$ cat src/rtl/bch_pkg.sv
// Shared constants and types for the BCH(63,56) receive-side decoder.
package bch_pkg;

  localparam int N     = 63;
  localparam int K     = 56;
  localparam int PAR_W = 7;
  localparam int MSG_W = 32;

  // g(x) = x^7 + x^6 + x^2 + 1 with the x^7 term dropped
  localparam logic [PAR_W-1:0] G_LOW  = 7'b1000101;
  localparam logic [23:0]      PREFIX = 24'h555555;

  typedef enum logic [2:0] {
    IDLE,
    SYND,
    EVAL,
    SEARCH,
    DONE
  } state_t;

endpackage

$ cat src/rtl/bch_decoder_if.sv
// Request/result bundle between the link receiver (master) and the BCH decoder (slave).
interface bch_decoder_if;
  import bch_pkg::*;

  logic             start;
  logic [N-1:0]     C;
  logic [MSG_W-1:0] m;
  logic             done;
  logic             busy;
  logic             corrected;
  logic             uncorrectable;
  logic [5:0]       err_pos;
  logic             prefix_err;

  modport master (
    output start, C,
    input  m, done, busy, corrected, uncorrectable, err_pos, prefix_err
  );

  modport slave (
    input  start, C,
    output m, done, busy, corrected, uncorrectable, err_pos, prefix_err
  );

endinterface

$ cat src/rtl/bch_lfsr7.sv
// Galois LFSR over g(x): each enabled cycle r <= (r*x + din) mod g.
// clr has priority over load, load over en.
module bch_lfsr7
  import bch_pkg::*;
(
  input  logic             clk,
  input  logic             rst_n,
  input  logic             clr,
  input  logic             load,
  input  logic [PAR_W-1:0] load_val,
  input  logic             en,
  input  logic             din,
  output logic [PAR_W-1:0] r
);

  // din enters at x^0 so the final state is the true remainder C(x) mod g
  always_ff @(posedge clk or negedge rst_n) begin
    if (!rst_n) begin
      r <= '0;
    end else if (clr) begin
      r <= '0;
    end else if (load) begin
      r <= load_val;
    end else if (en) begin
      r <= {r[PAR_W-2:0], din} ^ (r[PAR_W-1] ? G_LOW : '0);
    end
  end

endmodule

$ cat src/rtl/bch_decoder.sv
// Serial BCH(63,56) SEC-DED decoder: 63-cycle syndrome, 1-cycle evaluation, <=63-cycle locator search.
// Result 65..128 cycles after start; start ignored while busy; prefix compare built only with BCH_DEC_PREFIX_CHECK_EN.
module bch_decoder
  import bch_pkg::*;
(
  input  logic          clk,
  input  logic          rst_n,
  bch_decoder_if.slave  bus
);

  state_t           state;
  state_t           stateNxt;
  logic [N-1:0]     cw;
  logic [5:0]       k;
  logic [PAR_W-1:0] synd;
  logic [PAR_W-1:0] loc;
  logic             cwBit;

  logic             capture;
  logic             synEn;
  logic             locLoad;
  logic             locEn;
  logic             kClr;
  logic             kInc;
  logic             setCorr;
  logic             setUnc;
  logic             finish;

  logic             pendCorr;
  logic             pendUnc;
  logic [MSG_W-1:0] mQ;
  logic             doneQ;
  logic             corrQ;
  logic             uncQ;
  logic [5:0]       errPosQ;

  // Codeword is fed most-significant coefficient first
  assign cwBit = cw[6'd62 - k];

  bch_lfsr7 uRemainder (
    .clk      (clk),
    .rst_n    (rst_n),
    .clr      (capture),
    .load     (1'b0),
    .load_val ('0),
    .en       (synEn),
    .din      (cwBit),
    .r        (synd)
  );

  bch_lfsr7 uLocator (
    .clk      (clk),
    .rst_n    (rst_n),
    .clr      (capture),
    .load     (locLoad),
    .load_val (7'h01),
    .en       (locEn),
    .din      (1'b0),
    .r        (loc)
  );

  always_ff @(posedge clk or negedge rst_n) begin
    if (!rst_n) begin
      state <= IDLE;
    end else begin
      state <= stateNxt;
    end
  end

  always_comb begin
    stateNxt = state;
    capture  = 1'b0;
    synEn    = 1'b0;
    locLoad  = 1'b0;
    locEn    = 1'b0;
    kClr     = 1'b0;
    kInc     = 1'b0;
    setCorr  = 1'b0;
    setUnc   = 1'b0;
    finish   = 1'b0;
    case (state)
      IDLE: begin
        if (bus.start) begin
          stateNxt = SYND;
          capture  = 1'b1;
          kClr     = 1'b1;
        end
      end
      SYND: begin
        synEn = 1'b1;
        if (k == 6'd62) begin
          stateNxt = EVAL;
          kClr     = 1'b1;
        end else begin
          kInc = 1'b1;
        end
      end
      EVAL: begin
        if (synd == '0) begin
          stateNxt = DONE;
        end else if (~^synd) begin
          // Every single-bit syndrome has odd weight because (x+1) divides g
          stateNxt = DONE;
          setUnc   = 1'b1;
        end else begin
          stateNxt = SEARCH;
          locLoad  = 1'b1;
          kClr     = 1'b1;
        end
      end
      SEARCH: begin
        if (loc == synd) begin
          stateNxt = DONE;
          setCorr  = 1'b1;
        end else if (k == 6'd62) begin
          stateNxt = DONE;
          setUnc   = 1'b1;
        end else begin
          locEn = 1'b1;
          kInc  = 1'b1;
        end
      end
      DONE: begin
        stateNxt = IDLE;
        finish   = 1'b1;
      end
      default: stateNxt = IDLE;
    endcase
  end

  always_ff @(posedge clk or negedge rst_n) begin
    if (!rst_n) begin
      cw       <= '0;
      k        <= '0;
      pendCorr <= 1'b0;
      pendUnc  <= 1'b0;
      mQ       <= '0;
      doneQ    <= 1'b0;
      corrQ    <= 1'b0;
      uncQ     <= 1'b0;
      errPosQ  <= '0;
    end else begin
      doneQ <= finish;
      if (capture) begin
        cw       <= bus.C;
        pendCorr <= 1'b0;
        pendUnc  <= 1'b0;
        mQ       <= '0;
        corrQ    <= 1'b0;
        uncQ     <= 1'b0;
        errPosQ  <= '0;
      end
      if (kClr) begin
        k <= '0;
      end else if (kInc) begin
        k <= k + 6'd1;
      end
      if (setUnc) begin
        pendUnc <= 1'b1;
      end
      // k is frozen on a hit, so it still names the flipped bit in DONE
      if (setCorr) begin
        pendCorr <= 1'b1;
        cw[k]    <= ~cw[k];
      end
      if (finish) begin
        mQ      <= cw[MSG_W+PAR_W-1:PAR_W];
        corrQ   <= pendCorr;
        uncQ    <= pendUnc;
        errPosQ <= pendCorr ? k : 6'd0;
      end
    end
  end

`ifdef BCH_DEC_PREFIX_CHECK_EN
  logic prefixErrQ;

  always_ff @(posedge clk or negedge rst_n) begin
    if (!rst_n) begin
      prefixErrQ <= 1'b0;
    end else if (capture) begin
      prefixErrQ <= 1'b0;
    end else if (finish) begin
      prefixErrQ <= (cw[N-1:MSG_W+PAR_W] != PREFIX);
    end
  end

  assign bus.prefix_err = prefixErrQ;
`else
  assign bus.prefix_err = 1'b0;
`endif

  assign bus.m             = mQ;
  assign bus.done          = doneQ;
  assign bus.busy          = (state != IDLE);
  assign bus.corrected     = corrQ;
  assign bus.uncorrectable = uncQ;
  assign bus.err_pos       = errPosQ;

endmodule

$ cat src/flat_wrapper.sv
// flat-port wrapper written by rule: the top's interface ports become plain ports
module bch_decoder_flat import bch_pkg::*;
  (clk, rst_n, bus_start, bus_C, bus_m, bus_done, bus_busy, bus_corrected, bus_uncorrectable, bus_err_pos, bus_prefix_err);
  bch_decoder_if bus_i ();
  input  logic clk;
  input  logic rst_n;
  input wire logic [$bits(bus_i.start)-1:0] bus_start;
  input wire logic [$bits(bus_i.C)-1:0] bus_C;
  output wire logic [$bits(bus_i.m)-1:0] bus_m;
  output wire logic [$bits(bus_i.done)-1:0] bus_done;
  output wire logic [$bits(bus_i.busy)-1:0] bus_busy;
  output wire logic [$bits(bus_i.corrected)-1:0] bus_corrected;
  output wire logic [$bits(bus_i.uncorrectable)-1:0] bus_uncorrectable;
  output wire logic [$bits(bus_i.err_pos)-1:0] bus_err_pos;
  output wire logic [$bits(bus_i.prefix_err)-1:0] bus_prefix_err;
  assign bus_i.start = bus_start;
  assign bus_i.C = bus_C;
  assign bus_m = bus_i.m;
  assign bus_done = bus_i.done;
  assign bus_busy = bus_i.busy;
  assign bus_corrected = bus_i.corrected;
  assign bus_uncorrectable = bus_i.uncorrectable;
  assign bus_err_pos = bus_i.err_pos;
  assign bus_prefix_err = bus_i.prefix_err;
  bch_decoder u_core (.clk(clk), .rst_n(rst_n), .bus(bus_i));
endmodule
$ cat config.mk
export PLATFORM = sky130hd
export DESIGN_NAME = bch_decoder_flat
export DESIGN_NICKNAME = d
export VERILOG_FILES = /design/src/rtl/bch_pkg.sv /design/src/rtl/bch_decoder_if.sv /design/src/rtl/bch_lfsr7.sv /design/src/rtl/bch_decoder.sv /design/src/flat_wrapper.sv
export SDC_FILE = /design/constraint.sdc
export NUM_CORES = 1
export LEC_CHECK = 0
export ABC_AREA = 1
export CAP_MARGIN = 20
export CELL_PAD_IN_SITES_DETAIL_PLACEMENT = 1
export CELL_PAD_IN_SITES_GLOBAL_PLACEMENT = 2
export CORE_ASPECT_RATIO = 0.8
export CORE_UTILIZATION = 33
export DETAILED_ROUTE_END_ITERATION = 10
export GPL_TIMING_DRIVEN = 1
export PLACE_DENSITY_LB_ADDON = 0.1
export SLEW_MARGIN = 25
export SYNTH_ARGS = -nofsm -noshare
export SYNTH_HDL_FRONTEND = slang
export SYNTH_HIERARCHICAL = 1
export SYNTH_SLANG_ARGS = --single-unit
$ cat constraint.sdc
create_clock -name clk -period 5.3 [get_ports clk]
set_clock_uncertainty 0.1 [all_clocks]
set_input_delay 1.06 -clock clk [delete_from_list [all_inputs] [get_ports clk]]
set_output_delay 1.06 -clock clk [all_outputs]
set_load 0.01 [all_outputs]
==> flow_summary.html <==
<table>
<tr><th>Metric</th><th>Value</th></tr>
<tr><th colspan="2">STA</th></tr>
<tr><td>Final WS setup</td><td>1995 ps</td></tr>
<tr><td>Final TNS setup</td><td>0 ps</td></tr>
<tr><td>Time the worst path needs with I/O delays and setup</td><td>3305 ps</td></tr>
<tr><td>Final clock period utilization by the worst path</td><td>62.35%</td></tr>
<tr><td>Final number of max-transition violations</td><td>0</td></tr>
<tr><td>Normalized max-slew margin</td><td>27.27%</td></tr>
<tr><td>Final setup fails</td><td>0</td></tr>
<tr><td>Tightest Pin Transition</td><td>1087 ps</td></tr>
<tr><td>RSZ-0062 raised after global routing</td><td>false</td></tr>
<tr><td>Number of failing hold endpoints at the final stage</td><td>0</td></tr>
<tr><td>Maximum achievable frequency</td><td>302.6 MHz</td></tr>
<tr><th colspan="2">Finish</th></tr>
<tr><td>Design Area, Final</td><td>0.009990 mm^2</td></tr>
<tr><td>Final net count</td><td>1423</td></tr>
<tr><td>Layout cell share with drive strength beyond 1</td><td>6.012%</td></tr>
<tr><td>Number of inserted diodes</td><td>0</td></tr>
<tr><td>Area growth syn-to-layout</td><td>23.57%</td></tr>
<tr><th colspan="2">Place</th></tr>
<tr><td>Final GP Congestion</td><td>0.8961</td></tr>
<tr><td>Worst slack at placement</td><td>2013 ps</td></tr>
<tr><td>Post-DP Area</td><td>0.009376 mm^2</td></tr>
<tr><td>Number of I/O port buffers</td><td>107</td></tr>
<tr><td>HPWL Detailed</td><td>21840 um</td></tr>
<tr><th colspan="2">Drt</th></tr>
<tr><td>First-pass DRT Iterations</td><td>5</td></tr>
<tr><td>Vias after detailed routing</td><td>8284</td></tr>
<tr><td>Initial DRC count</td><td>617</td></tr>
<tr><td>Detail Route Antenna Nets</td><td>0</td></tr>
<tr><td>Final routed wirelength across all metal layers</td><td>30300 um</td></tr>
<tr><td>Residual DRC</td><td>0</td></tr>
<tr><td>Via-per-instance ratio</td><td>4.943</td></tr>
<tr><td>DR WL/cell</td><td>18.08 um</td></tr>
<tr><th colspan="2">Logic synthesis</th></tr>
<tr><td>Area of the mapped netlist</td><td>0.008084 mm^2</td></tr>
<tr><td>Top post-synthesis cells by area</td><td>sky130_fd_sc_hd__dfrtp_1, sky130_fd_sc_hd__nand2_1, sky130_fd_sc_hd__nand3_1</td></tr>
<tr><td>Synth Area per Inst</td><td>6.467 um^2</td></tr>
<tr><td>Leading area contributor after synthesis</td><td>sky130_fd_sc_hd__dfrtp_1</td></tr>
<tr><td>Number of enable flip-flop cells after synthesis</td><td>0</td></tr>
<tr><td>Share of synthesized area spent on multiplexers</td><td>0%</td></tr>
<tr><td>Sequential element share of the synthesized area</td><td>39.93%</td></tr>
<tr><td>Synth async-reset ratio</td><td>100.0%</td></tr>
<tr><td>Number of warnings reported in the yosys synthesis log</td><td>6</td></tr>
<tr><td>Number of register bits inferred by synthesis</td><td>129</td></tr>
<tr><td>Most common cell in the netlist</td><td>sky130_fd_sc_hd__nand2_1</td></tr>
<tr><td>Synthesized netlist cell count</td><td>1250</td></tr>
<tr><td>Count of cell types in the netlist</td><td>34</td></tr>
<tr><td>Yosys top cell area share</td><td>39.93%</td></tr>
<tr><td>Most instantiated cells after synthesis</td><td>sky130_fd_sc_hd__nand2_1, sky130_fd_sc_hd__dfrtp_1, sky130_fd_sc_hd__nand3_1</td></tr>
<tr><td>Post-Synth XOR/XNOR Area</td><td>1.161%</td></tr>
<tr><td>Primary flip-flop cell chosen by synthesis mapping</td><td>sky130_fd_sc_hd__dfrtp_1</td></tr>
<tr><td>Synth Area in Simple Gates</td><td>42.76%</td></tr>
<tr><td>Combinational family with the most area after synthesis</td><td>simple AND/OR/NAND/NOR gates</td></tr>
<tr><td>Post-synthesis compound-gate area fraction</td><td>6.501%</td></tr>
<tr><td>Adder-cell share of the synthesized area</td><td>0.7739%</td></tr>
<tr><th colspan="2">Pwr</th></tr>
<tr><td>Post-layout power</td><td>0.005387 W</td></tr>
<tr><td>Internal power</td><td>0.002799 W</td></tr>
<tr><td>Relative contribution of combinational cells to total power</td><td>48.2%</td></tr>
<tr><td>Maximum VDD drop</td><td>0.0004523 V</td></tr>
<tr><td>Sequential power share</td><td>28.9%</td></tr>
<tr><td>Power density over the cells</td><td>539.2 mW/mm^2</td></tr>
<tr><td>Power spent charging and discharging nets</td><td>0.002587 W</td></tr>
<tr><td>Part of the power in the clock network</td><td>23.0%</td></tr>
<tr><td>Proportion of total power due to net switching</td><td>48.03%</td></tr>
<tr><td>Static leakage</td><td>4.764 nW</td></tr>
<tr><th colspan="2">Worst setup path</th></tr>
<tr><td>Critical Path Start Type</td><td>flop</td></tr>
<tr><td>Data required time of the worst path</td><td>5510 ps</td></tr>
<tr><td>Crit Reg-Reg Endpoint</td><td>u_core/uRemainder/r[0]</td></tr>
<tr><td>Worst flop-to-flop path startpoint</td><td>u_core/k[0]</td></tr>
<tr><td>Internal reg-to-reg setup slack</td><td>2000 ps</td></tr>
<tr><td>Class of the most critical setup path</td><td>flop to flop</td></tr>
<tr><td>Critical path peak fanout</td><td>44</td></tr>
<tr><td>Number of cells traversed by the worst register-to-register path</td><td>16</td></tr>
<tr><td>Endpoint kind of the worst setup timing path</td><td>flop</td></tr>
<tr><td>Crit path arrival time</td><td>3510 ps</td></tr>
<tr><th colspan="2">Global route</th></tr>
<tr><td>First-pass GRT wire length</td><td>48250 um</td></tr>
<tr><td>Maximum number of pins on one net before global-route repair</td><td>68</td></tr>
<tr><td>Remaining global-route overflow</td><td>0</td></tr>
<tr><td>GRT Overall Usage</td><td>25.32%</td></tr>
<tr><td>Number of antenna violations at the first check in global routing</td><td>0</td></tr>
<tr><td>Number of global-route vias before repair</td><td>8321</td></tr>
<tr><th colspan="2">Clock network</th></tr>
<tr><td>Post-cts gate resize count</td><td>0</td></tr>
<tr><td>Number of buffers created by CTS</td><td>17</td></tr>
<tr><td>CTS tree</td><td>built</td></tr>
<tr><td>Clock H-tree levels</td><td>4</td></tr>
<tr><td>Insertion delay to the later sink of the worst-skew pair</td><td>430 ps</td></tr>
<tr><td>Clock root cell</td><td>sky130_fd_sc_hd__clkbuf_16</td></tr>
<tr><td>Buffers from clock root to sink, at most</td><td>2</td></tr>
<tr><td>Clock Sink Count</td><td>129</td></tr>
<tr><td>Hold Buf Count CTS</td><td>0</td></tr>
<tr><td>CTS clk-pin slew, worst paths</td><td>60 ps</td></tr>
<tr><td>Buffer count from post-CTS setup fixing</td><td>0</td></tr>
<tr><th colspan="2">Worst hold path</th></tr>
<tr><td>Startpoint of the worst hold path</td><td>u_core/bus.corrected</td></tr>
<tr><td>Cells on Worst Hold Path</td><td>2</td></tr>
<tr><td>Capture endpoint of the worst hold path</td><td>u_core/bus.corrected</td></tr>
<tr><td>Worst Hold Class</td><td>flop to flop</td></tr>
<tr><th colspan="2">Status</th></tr>
<tr><td>Outcome</td><td>finished, final reports clean</td></tr>
<tr><th colspan="2">Floorplanning</th></tr>
<tr><td>Starting density of the core</td><td>34.09%</td></tr>
<tr><td>Cell Rows</td><td>50</td></tr>
<tr><td>Core box area</td><td>0.02371 mm^2</td></tr>
<tr><td>Area enclosed by the die boundary</td><td>0.02513 mm^2</td></tr>
<tr><td>Die height</td><td>142.0 um</td></tr>
<tr><td>Width of the die</td><td>177.0 um</td></tr>
<tr><td>Top-level I/O count</td><td>109</td></tr>
<tr><th colspan="2">Run</th></tr>
<tr><td>Maxcap violations</td><td>0</td></tr>
</table>
[state kept, by name, indices dropped and copies added, names as in the netlist]
name / count
u_core/cw: 63
u_core/bus.m: 32
u_core/uLocator/r: 7
u_core/uRemainder/r: 7
u_core/bus.err_pos: 6
u_core/k: 6
u_core/state: 3
u_core/bus.corrected: 1
u_core/bus.done: 1
u_core/bus.uncorrectable: 1
u_core/pendCorr: 1
u_core/pendUnc: 1
[stage by stage]
stage | utilization (%) | hold WS, ps | instances
floorplan | - | 350.3 | 1266
global placement | 39.55 | 358.4 | 1645
detailed placement | 39.55 | 366.8 | 1645
CTS | 42.12 | 381.3 | 1676
global route | 42.13 | 406.0 | 1676
finish | 42.13 | 373.0 | 1676
[worst max-delay path, stage by stage, from the launching register on]
cell	delay [ps]
sky130_fd_sc_hd__dfrtp_1	400
sky130_fd_sc_hd__inv_4	350
sky130_fd_sc_hd__ha_1	640
sky130_fd_sc_hd__clkinv_1	450
sky130_fd_sc_hd__buf_4	290
sky130_fd_sc_hd__nand3_1	80
sky130_fd_sc_hd__nand3_1	80
sky130_fd_sc_hd__nand3_1	130
sky130_fd_sc_hd__nand3_1	90
sky130_fd_sc_hd__nand2_1	80
sky130_fd_sc_hd__nand2_1	50
sky130_fd_sc_hd__nand2_1	120
sky130_fd_sc_hd__inv_1	60
sky130_fd_sc_hd__nand2_1	50
sky130_fd_sc_hd__nand3_1	80
sky130_fd_sc_hd__nand2_1	70
sky130_fd_sc_hd__nand2_1	50
[cells in the final DEF (no fill, tap or decap), types with 3 or more instances in the layout]
cell type	count
sky130_fd_sc_hd__o21ai_1	16
sky130_fd_sc_hd__ha_1	5
sky130_fd_sc_hd__nor3_1	3
sky130_fd_sc_hd__xnor2_1	4
sky130_fd_sc_hd__nor2_4	7
sky130_fd_sc_hd__xor2_1	3
sky130_fd_sc_hd__clkinv_2	3
sky130_fd_sc_hd__nor2_2	10
sky130_fd_sc_hd__inv_1	88
sky130_fd_sc_hd__nand4_1	8
sky130_fd_sc_hd__clkinv_1	4
sky130_fd_sc_hd__clkinv_4	3
sky130_fd_sc_hd__clkbuf_16	17
sky130_fd_sc_hd__inv_2	9
sky130_fd_sc_hd__clkdlybuf4s50_1	106
sky130_fd_sc_hd__buf_4	9
sky130_fd_sc_hd__o21ai_0	79
sky130_fd_sc_hd__nor2_1	102
sky130_fd_sc_hd__conb_1	18
sky130_fd_sc_hd__dfrtp_1	129
sky130_fd_sc_hd__nand3_1	106
sky130_fd_sc_hd__nand2_2	5
sky130_fd_sc_hd__nand2_1	605
sky130_fd_sc_hd__bufinv_16	3
[how the worst max path moves through the flow]
stage / from / endpoint / cells after the start
finish: u_core/k[0] / u_core/uRemainder/r[0] / 16
global route: u_core/k[0] / u_core/uRemainder/r[0] / 16
CTS: u_core/k[0] / u_core/uRemainder/r[0] / 16
detailed placement: u_core/k[0] / u_core/uRemainder/r[0] / 16
global placement: u_core/k[0] / u_core/uRemainder/r[0] / 16
floorplan: u_core/k[0] / u_core/uRemainder/r[0] / 20
[cell type report]
class                           instances  area [um^2]
Clock buffer                           20        456.7
Clock inverter                         11        153.9
Fill cell                            3103        13720
Inverter                              104        395.4
Multi-Input combinational cell        984         4217
Sequential cell                       129         3228
Tap cell                              312        390.4
Timing Repair Buffer                  116         1149
[per-layer routing]
layer	vias to the layer above	wire [um]	global-route usage, %
met1	3948	14910	37.59
met3	35	1827	4.113
li1	4057	-	-
met5	-	0	0
met4	0	474	5.989
met2	244	13080	37.99
[power by group through the flow]
stage,registers (W),logic [W],clock network (W)
2_1_floorplan,0.00141,0.00207,0
3_3_place_gp,0.00156,0.00255,0
3_5_place_dp,0.00157,0.00259,0
4_1_cts,0.00155,0.00261,0.00126
5_1_grt,0.00159,0.00295,0.00130
6_report,0.00156,0.00259,0.00124
[cells by family after synthesis]
logic type / count (synthesis)
AOI/OAI and AO/OA: 101
xor gates and xnor gates: 9
adders and majority gates: 5
buffers and inverters: 153
DFF: 129
other: 2
and+or+nand+nor: 851
Power figures use the tool's default switching activity.
